<file path="config.mk">
export PLATFORM = sky130hd
export DESIGN_NAME = list_prefetch_cache
export DESIGN_NICKNAME = d
export VERILOG_FILES = /design/src/rtl/list_prefetch_cache.sv
export SDC_FILE = /design/constraint.sdc
export NUM_CORES = 1
export LEC_CHECK = 0
export CELL_PAD_IN_SITES_DETAIL_PLACEMENT = 1
export CELL_PAD_IN_SITES_GLOBAL_PLACEMENT = 2
export CORE_AREA = 2 2 171 156
export DETAILED_ROUTE_END_ITERATION = 8
export DIE_AREA = 0 0 173 158
export PLACE_DENSITY = 0.66
export SYNTH_ARGS = -nofsm -noshare
export SYNTH_HDL_FRONTEND = slang
export SYNTH_SLANG_ARGS = --single-unit
</file>
<file path="constraint.sdc">
create_clock -name CLK -period 2.78 [get_ports CLK]
set_input_delay 0.695 -clock CLK [delete_from_list [all_inputs] [get_ports CLK]]
set_output_delay 0.695 -clock CLK [all_outputs]
set_load 0.03 [all_outputs]
</file>
<file path="src/rtl/list_prefetch_cache.sv">
// list_prefetch_cache: DMA list prefetch buffer in front of a consuming IP.
// Takes LIST_LEN elements from the DMA, holds them in a DEPTH-entry circular
// scratchpad and hands them to the IP in order, then pulses DONE.
//
// state    | meaning
// ---------+-----------------------------------------------------------
// S_IDLE   | waiting for START; LIST_LEN captured on START
// S_STREAM | accepting DMA elements and delivering them to the IP
// S_DONE   | one-cycle DONE pulse after the last element was consumed
module list_prefetch_cache #(
  parameter int TYPE_WIDTH = 32,
  parameter int DEPTH      = 4,
  parameter int LEN_WIDTH  = 16
) (
  input  logic                      CLK,
  input  logic                      RESET_N,
  input  logic                      START,
  input  logic [LEN_WIDTH-1:0]      LIST_LEN,
  input  logic                      FLUSH,
  input  logic [TYPE_WIDTH-1:0]     LIST_IN,
  input  logic                      LIST_IN_VALID,
  output logic                      LIST_IN_READY,
  output logic [TYPE_WIDTH-1:0]     ARG_OUT,
  output logic                      ARG_VALID,
  input  logic                      ARG_READY,
  output logic                      BUSY,
  output logic                      DONE,
  output logic [$clog2(DEPTH):0]    LEVEL
);

  localparam int PTR_W = $clog2(DEPTH);
  localparam logic [PTR_W:0] FULL_LEVEL = (PTR_W+1)'(DEPTH);

  typedef enum logic [1:0] {
    S_IDLE   = 2'd0,
    S_STREAM = 2'd1,
    S_DONE   = 2'd2
  } state_t;

  state_t                  state_q, state_d;
  logic [TYPE_WIDTH-1:0]   mem [DEPTH];
  logic [PTR_W-1:0]        wr_ptr, rd_ptr;
  logic [PTR_W:0]          level;
  logic [LEN_WIDTH-1:0]    in_rem, out_rem;
  logic                    push, pop, start_take;

  // Handshake qualifiers; FLUSH overrides every transfer in its cycle.
  always_comb begin
    LIST_IN_READY = (state_q == S_STREAM) && (level < FULL_LEVEL) && (in_rem != '0);
    ARG_VALID     = (level != '0);
    ARG_OUT       = ARG_VALID ? mem[rd_ptr] : '0;
    push          = LIST_IN_VALID && LIST_IN_READY && !FLUSH;
    pop           = ARG_VALID && ARG_READY && !FLUSH;
    start_take    = (state_q == S_IDLE) && START && !FLUSH;
    BUSY          = (state_q != S_IDLE);
    DONE          = (state_q == S_DONE);
    LEVEL         = level;
  end

  // Next-state logic.
  always_comb begin
    state_d = state_q;
    if (FLUSH) begin
      state_d = S_IDLE;
    end else begin
      unique case (state_q)
        S_IDLE:   if (START) state_d = (LIST_LEN == '0) ? S_DONE : S_STREAM;
        S_STREAM: if (pop && (out_rem == LEN_WIDTH'(1))) state_d = S_DONE;
        S_DONE:   state_d = S_IDLE;
        default:  state_d = S_IDLE;
      endcase
    end
  end

  // State register.
  always_ff @(posedge CLK or negedge RESET_N) begin
    if (!RESET_N) state_q <= S_IDLE;
    else          state_q <= state_d;
  end

  // Pointers, occupancy and remaining-element counters.
  always_ff @(posedge CLK or negedge RESET_N) begin
    if (!RESET_N) begin
      wr_ptr  <= '0;
      rd_ptr  <= '0;
      level   <= '0;
      in_rem  <= '0;
      out_rem <= '0;
    end else if (FLUSH) begin
      wr_ptr  <= '0;
      rd_ptr  <= '0;
      level   <= '0;
      in_rem  <= '0;
      out_rem <= '0;
    end else begin
      if (start_take) begin
        in_rem  <= LIST_LEN;
        out_rem <= LIST_LEN;
      end
      if (push) begin
        wr_ptr <= wr_ptr + 1'b1;
        in_rem <= in_rem - 1'b1;
      end
      if (pop) begin
        rd_ptr  <= rd_ptr + 1'b1;
        out_rem <= out_rem - 1'b1;
      end
      case ({push, pop})
        2'b10:   level <= level + 1'b1;
        2'b01:   level <= level - 1'b1;
        default: level <= level;
      endcase
    end
  end

  // Scratchpad write port; contents are intentionally left unreset.
  always_ff @(posedge CLK) begin
    if (push) mem[wr_ptr] <= LIST_IN;
  end

endmodule

</file>
==> reports/summary.txt <==
Status = finished clean
DP HPWL = 14.4 mm
RSZ-0062 raised after global routing = yes
Post-Syn Area = 7580 um2
Max clock buf depth = 2
Register area share after synthesis = 64.3%
Syn Area/Cell = 14.6 um2
Share of cells above drive strength 1 = 24.8%
First-pass GRT wire length = 32.3 mm
H-tree Lvls = 4
Final setup vio count = 0
Overall Global Routing Usage = 15.6%
Clock Sinks = 169
Critical Path Fanout Max = 19
CTS tree = yes
Drt first pass iters = 4
Data arrival time of the critical path = 2.01 ns
Commonest non-fill, non-tap cell in the layout = edfxtp_1
P_sw = 3.81 mW
Worst-Skew Late Latency = 0.43 ns
Max cap viols = 0
CTS buffer count = 17
Clock Power Share = 25.9%
Slew HR = 35.5%
Initial antenna violation count = 0
Routed Antenna Nets = 0
Largest area contributor in the netlist = edfxtp_1
Global route overflow = 0
Setup WS pre-CTS = 0.0531 ns
Worst Slack Setup Final = 0.0722 ns
Highest-count cells in the layout ignoring fill and taps = edfxtp_1, buf_4, clkdlybuf4s50_1
Final Max Tran Viols = 0
Num rows = 56
ANT cells = 0
Max VDD drop = 0.558 mV
I/O pins = 93
Synth Net Count = 583
Setup Crit Path Kind = reg2out
Post-synth top area share = 50.7%
Starting DRT DRC Count = 292
Worst Setup End Kind = output port
Die height = 158 um
Drt drc = 0
Top cells by area, synth = edfxtp_1, dfrtp_1, mux4_2
I/O Buffers = 92
Number of global-route vias before repair = 5585
Yosys reg bits = 169
Main synth FF type = edfxtp_1
Fraction of power spent switching nets = 39.1%
Cell count after synthesis = 520
HP Class = in2async
Placer Congestion = 0.842
Final hold viol count = 0
Pwr dens = 998 nW/um2
Hold_ws = 0.223 ns
Fmax = 369 MHz
Startpoint Class = flop
Comb power frac = 40.5%
Measured slew at the worst slew-check pin = 0.960 ns
Tcrit/Tclk final = 97.4%
P_leak = 3.43 nW
# nets final = 708
Min cycle time layout = 2.71 ns
Fillers = 2676
Flop pwr share = 33.6%
Synthesis-to-finish area growth = 28.8%
Via count = 5078
Synth warn = 0
Die ar. = 27300 um2
Vias per cell = 5.05
Cell variety after synth = 64
Root Driver = clkbuf_16
Post-synth ARST share = 24.3%
EDFF count, synth = 128
CTS clk-pin slew, worst paths = 0.08 ns
Crit path required time = 2.09 ns
Starting density of the core = 29.5%
Post-DR wirelength/cell = 20.5 um
Core Region = 25600 um2
Internal power = 5.93 mW
Chip width = 173 um
Routed wire length = 20.7 mm
Finished Layout Cells = 1006
Placed cell count = 972
Pin count of the biggest net entering global routing = 33
Clock Skews = 0.0122 ns
path summary, 6_finish.rpt:
check,start,endpoint,slack (ns),cells after the start
min in group CLK,out_rem[0],out_rem[0],0.54,1
hold reg to reg,out_rem[0],out_rem[0],0.54,1
setup reg to reg,LEVEL[2],LEVEL[2],0.29,6
max in group asynchronous,RESET_N,rd_ptr[0],1.94,2
hold / removal,RESET_N,out_rem[1],0.22,1
setup / recovery,rd_ptr[0],ARG_OUT[15],0.07,4
Yosys cell counts, types with 3 or more instances:
cell	instances
nor4_1	9
nor2b_1	34
or3_1	3
nand2_1	36
dfrtp_1	41
a31oi_1	4
edfxtp_1	128
nor3_1	12
clkbuf_1	14
a221o_1	4
nor4_4	3
o211ai_1	7
a21oi_1	20
nand4_1	4
nand2b_1	3
inv_1	9
buf_2	9
o311ai_0	3
a211oi_1	4
and3_1	7
nor2_1	31
mux4_2	32
ha_1	8
o31ai_1	4
nor3b_1	4
nand3_1	16
o21ai_0	22
routing by layer:
layer / track usage [%] / vias to the layer above / part of all wire (%)
li1: - / 2293 / -
met1: 19.9 / 2617 / 45
met2: 26.7 / 150 / 49
met3: 4.20 / 18 / 5.4
met4: 3.75 / 0 / 0.92
met5: 0 / - / 0
power by group through the flow:
stage | Clock, mW | Sequential, mW | Combinational (mW)
after floorplan | 0 | 3.26 | 2.53
after global placement | 0 | 3.33 | 3.88
after detailed placement | 0 | 3.35 | 3.94
after CTS | 2.58 | 3.27 | 4.01
after global routing | 2.68 | 3.31 | 4.31
final | 2.52 | 3.27 | 3.95
flip-flops by register name (all words and copies together) (netlist names):
register and flops:
mem 128, in_rem 16, out_rem 16, LEVEL 3, rd_ptr 2, state_q 2
wr_ptr 2
through the flow:
step / setup TNS (ns) / total power [mW] / util [%] / area (um2)
final: 0 / 9.74 / 38.1 / 9760
after global routing: -0.0131 / 10.3 / 38.1 / 9760
after CTS: 0 / 9.87 / 38.1 / 9760
after detailed placement: 0 / 7.29 / 35.5 / 9110
after global placement: 0 / 7.21 / 35.5 / 9110
after floorplan: 0 / 5.78 / - / 7580
cell type report:
class | count | area [um2] | area share, %
Inverter | 9 | 33.8 | 0.346
Sequential cell | 169 | 4870 | 49.9
Timing Repair Buffer | 130 | 1200 | 12.3
Clock inverter | 15 | 208 | 2.13
Clock buffer | 17 | 425 | 4.36
Multi-Input combinational cell | 318 | 2590 | 26.5
Tap cell | 348 | 435 | 4.46
worst max-delay path, stage by stage (launching register included):
cell	delay, ns
dfrtp_4	0.48
buf_12	0.21
mux4_2	0.55
nor2b_1	0.15
buf_4	0.17
logic make-up after synthesis:
group / count (synthesis) / synth area share [%]
AOI/OAI and AO/OA: 88 / 7.76
xor gates and xnor gates: 4 / 0.462
adders and majority gates: 9 / 1.59
buffers and inverters: 33 / 1.83
DFF: 169 / 64.3
muxes: 33 / 9.66
and+or+nand+nor: 184 / 14.4
timing repair:
| action | CTS | global route |
|---|---|---|
| setup buffers | 2 | 0 |
| hold buffers | 0 | 0 |
| setup endpoints to repair | 27 | 3 |
| resized for setup | 9 | 1 |
No activity file was read; power rests on OpenSTA's default activity.
